$ cat src/rtl/control.sv
// Main instruction decoder for the ARK processor: registered control outputs, sticky HALT.
// Optional build macro CONTROL_ILLEGAL_HALT_EN makes reserved opcodes 0xA-0xE halt like 0xF.
module control (
    input  logic       CLK,
    input  logic       RST_N,
    input  logic [3:0] OPCODE,
    output logic [1:0] ALU_OP,
    output logic [1:0] ALU_SRC_B,
    output logic       REG_WRITE,
    output logic       BRANCH,
    output logic       MEM_WRITE,
    output logic       MEM_READ,
    output logic       REG_DST,
    output logic       MEM_TO_REG,
    output logic       HALT
);

    localparam logic [1:0] ALU_ADD = 2'd0;
    localparam logic [1:0] ALU_SUB = 2'd1;

    localparam logic [1:0] SRC_RT  = 2'd0;
    localparam logic [1:0] SRC_IMM = 2'd1;
    localparam logic [1:0] SRC_ONE = 2'd2;

    logic [1:0] alu_op_s;
    logic [1:0] alu_src_b_s;
    logic       reg_write_s;
    logic       branch_s;
    logic       mem_write_s;
    logic       mem_read_s;
    logic       reg_dst_s;
    logic       mem_to_reg_s;
    logic       halt_s;

    // Next-state decode; once halted every datapath control is held at zero.
    always_comb begin
        alu_op_s     = ALU_ADD;
        alu_src_b_s  = SRC_RT;
        reg_write_s  = 1'b0;
        branch_s     = 1'b0;
        mem_write_s  = 1'b0;
        mem_read_s   = 1'b0;
        reg_dst_s    = 1'b0;
        mem_to_reg_s = 1'b0;
        halt_s       = 1'b0;
        if (HALT) begin
            halt_s = 1'b1;
        end else begin
            case (OPCODE)
                4'h0, 4'h1, 4'h2, 4'h3: begin
                    alu_op_s    = OPCODE[1:0];
                    reg_write_s = 1'b1;
                    reg_dst_s   = 1'b1;
                end
                4'h4: begin
                    alu_src_b_s = SRC_IMM;
                    reg_write_s = 1'b1;
                end
                4'h5: begin
                    alu_src_b_s  = SRC_IMM;
                    mem_read_s   = 1'b1;
                    mem_to_reg_s = 1'b1;
                    reg_write_s  = 1'b1;
                end
                4'h6: begin
                    alu_src_b_s = SRC_IMM;
                    mem_write_s = 1'b1;
                end
                4'h7: begin
                    alu_op_s = ALU_SUB;
                    branch_s = 1'b1;
                end
                4'h8: begin
                    alu_src_b_s = SRC_ONE;
                    reg_write_s = 1'b1;
                end
                4'h9: begin
                    alu_op_s    = ALU_SUB;
                    alu_src_b_s = SRC_ONE;
                    reg_write_s = 1'b1;
                end
                4'hF: begin
                    halt_s = 1'b1;
                end
`ifdef CONTROL_ILLEGAL_HALT_EN
                default: begin
                    halt_s = 1'b1;
                end
`else
                default: begin
                    halt_s = 1'b0;
                end
`endif
            endcase
        end
    end

    // Output registers; reset clears everything including a latched halt.
    always_ff @(posedge CLK or negedge RST_N) begin
        if (!RST_N) begin
            ALU_OP     <= ALU_ADD;
            ALU_SRC_B  <= SRC_RT;
            REG_WRITE  <= 1'b0;
            BRANCH     <= 1'b0;
            MEM_WRITE  <= 1'b0;
            MEM_READ   <= 1'b0;
            REG_DST    <= 1'b0;
            MEM_TO_REG <= 1'b0;
            HALT       <= 1'b0;
        end else begin
            ALU_OP     <= alu_op_s;
            ALU_SRC_B  <= alu_src_b_s;
            REG_WRITE  <= reg_write_s;
            BRANCH     <= branch_s;
            MEM_WRITE  <= mem_write_s;
            MEM_READ   <= mem_read_s;
            REG_DST    <= reg_dst_s;
            MEM_TO_REG <= mem_to_reg_s;
            HALT       <= halt_s;
        end
    end

endmodule

$ cat config.mk
export PLATFORM = sky130hd
export DESIGN_NAME = control
export DESIGN_NICKNAME = d
export VERILOG_FILES = /design/src/rtl/control.sv
export SDC_FILE = /design/constraint.sdc
export NUM_CORES = 1
export LEC_CHECK = 0
export CAP_MARGIN = 25
export CORE_AREA = 5 5 42 44
export DETAILED_ROUTE_END_ITERATION = 8
export DIE_AREA = 0 0 47 49
export HOLD_SLACK_MARGIN = 0.03
export PLACE_DENSITY = 0.6
export SKIP_CTS_REPAIR_TIMING = 1
export SLEW_MARGIN = 10
export SYNTH_ARGS = -nofsm -noshare
export SYNTH_HDL_FRONTEND = slang
export SYNTH_SLANG_ARGS = --single-unit
$ cat constraint.sdc
create_clock -name CLK -period 1.3 [get_ports CLK]
set_clock_uncertainty 0.05 [all_clocks]
set_input_delay 0.13 -clock CLK [delete_from_list [all_inputs] [get_ports CLK]]
set_output_delay 0.13 -clock CLK [all_outputs]
set_load 0.005 [all_outputs]
==> results.tsv <==
metric	value	unit
Area Growth Syn to Fin	60.88	%
Syn. warnings	0	
Final Slew Violations	0	
CTS H-Tree Depth	1	
crit path cell chain	clkdlybuf4s50_1	
fmax	795.5	MHz
mean post-synth cell area	13.62	um2
Seq cells post-synth	10	
DR iter-0 viols	0	
Reg2Reg Setup Slack	0.15	ns
Max Cap Viol	0	
RSZ-0062 raised after global routing	no	
routed len/inst	10.16	um
CP max-delay cell	clkdlybuf4s50_1	
Placer Congestion	0.7238	
critical path arrival	1.08	ns
Mapped Nets	33	
Clock Tree Buf Depth	2	
Tmin final	1.257	ns
VDD IR-drop max	0.0004948	V
GRT Total Usage	0.06130	
worst r2r dst	MEM_TO_REG	
# IOs	17	
Seq/Total Area, Yosys	0.6803	
CTS sink count	10	
largest net degree at the start of global routing	11	
DRC	0	
Core Area	0.001401	mm2
Congestion Overflow GR	0	
period utilization	0.9670	
CP Buf/Inv Count	1	
LEAKAGE	0.2556	nW
initial antenna violation count	0	
Setup CP Type	reg2out	
clk_lat worst skew	0.25	ns
Die Area	0.002303	mm2
# setup viols final	0	
Worst EP required	1.12	ns
measured slew at the worst slew-check pin	0.4167	ns
switching share of total power	0.1983	
Crit path largest cell delay	0.49	ns
endpoints failing hold	0	
antenna diode count	0	
CTS tree	yes	
Internal	458.9	uW
Switching Power	113.5	uW
Clock Tree Root	clkbuf_4	
final hold slack	0.1299	ns
unique cell type count in the Yosys netlist	16	
Worst Reg2Reg Path Length in Cells	2	
part of the power in combinational logic	0.106	
DR pass1 iterations	1	
setup_tns	0	ns
Top delay family on crit path	buffers and inverters	
CP Capture Type	output port	
synthesized area	367.9	um2
crit-path max FO	2	
reg2reg start	HALT	
status	completed	
Seq pwr share	0.560	
vias in the first global route	269	
post-route ant nets	0	
Initial Util	0.2625	
Die X	47	um
share of cells above drive strength 1	0.2292	
clock share of power	0.334	
cell count after synthesis	27	
Layout fillers	143	
Worst Setup Start Kind	flop	
routed vias	275	
Slew HR	0.7213	
global-route wire length before repair	1041	um
Clock Pin Slew Worst Setup and Hold Paths	0.06	ns
worst hold path class	in2async	
NumNets Final	56	
Num CTS Buffers	3	
die height	49	um
P per Cell Area	967.3	mW/mm2
IO Port Bufs	16	
WL final	650	um
FP Rows	14	
Vias/cell	4.297	
[area by class of cell]
cell class                      count  area [um2]  area share
Sequential cell                    10       251.5      0.4249
Clock buffer                        3       22.52     0.03805
Multi-Input combinational cell     14       101.3      0.1712
Timing Repair Buffer               20       192.7      0.3256
Tap cell                           16       20.02     0.03383
Inverter                            1       3.754    0.006342
[metal layers]
layer | GRT usage | vias up | routed length (um)
met4 | 0.02765 | 0 | 0
met5 | 0 | - | 0
li1 | - | 138 | -
met3 | 0.02214 | 0 | 65
met2 | 0.09276 | 10 | 337
met1 | 0.07534 | 127 | 247
[power by group through the flow]
stage | sequential (mW) | combinational (mW) | clock [mW]
after detailed placement | 0.326 | 0.0613 | 0
after CTS | 0.320 | 0.0614 | 0.201
final | 0.321 | 0.0607 | 0.191
after global routing | 0.321 | 0.0661 | 0.212
after global placement | 0.326 | 0.0611 | 0
after floorplan | 0.326 | 0.0147 | 0
[cell families (layout without fill, tap and decap cells)]
| group | count (synthesis) | count (layout) | share of synthesized area |
|---|---|---|---|
| buffers and inverters | 3 | 24 | 0.04420 |
| adders and majority gates | 1 | 1 | 0.02721 |
| DFF | 10 | 10 | 0.6803 |
| and+or+nand+nor | 10 | 10 | 0.1803 |
| AOI/OAI and AO/OA | 3 | 3 | 0.06802 |
[cells in the mapped netlist]
library cell / n / area [um2]
a2111oi_0: 1 / 8.760
a21oi_1: 1 / 5.000
a41o_2: 1 / 11.26
and2_1: 1 / 6.260
buf_2: 1 / 5.000
buf_4: 1 / 7.510
dfrtp_1: 10 / 250.2
inv_1: 1 / 3.750
maj3_1: 1 / 10.01
nand2_1: 1 / 3.750
nor2_1: 2 / 7.510
nor2b_1: 1 / 6.260
nor3_1: 2 / 10.01
nor3b_2: 1 / 12.51
nor4b_1: 1 / 8.760
or3b_4: 1 / 11.26
[stage by stage]
step | power, mW | util | worst slack (ns) | cell area (um2) | instances
2_1_floorplan | 0.3408 | - | 0.2106 | 367.9 | 27
3_5_place_dp | 0.3872 | 0.4036 | -0.01132 | 565.5 | 61
6_report | 0.5725 | 0.4223 | 0.04295 | 591.8 | 64
4_1_cts | 0.5824 | 0.4196 | -0.1301 | 588.1 | 64
5_1_grt | 0.6000 | 0.4223 | 0.002484 | 591.8 | 64
3_3_place_gp | 0.3870 | 0.4036 | -0.01428 | 565.5 | 61
[registers in the layout (all words and copies together) (netlist names)]
register / cells
MEM_WRITE: 1
BRANCH: 1
REG_WRITE: 1
HALT: 1
MEM_TO_REG: 1
ALU_OP: 2
ALU_SRC_B: 2
REG_DST: 1
[cells in the final DEF (no fill, tap or decap), drive strengths merged, types with 2 or more instances in the layout]
cell type,n
dfrtp,10
clkdlybuf4s50,15
nor2,2
clkbuf,3
buf,4
nor3,2
[worst max-delay path by stage]
stage	startpoint	end	slack, ns	cells past startpoint
after global routing	MEM_TO_REG	MEM_TO_REG	0.002	1
after CTS	HALT	HALT	-0.13	1
after floorplan	HALT	MEM_WRITE	0.21	2
after detailed placement	OPCODE[1]	ALU_OP[0]	-0.01	2
final	MEM_TO_REG	MEM_TO_REG	0.04	1
after global placement	OPCODE[1]	ALU_SRC_B[1]	-0.01	3
Note: power is estimated with default switching activity, not from simulation.
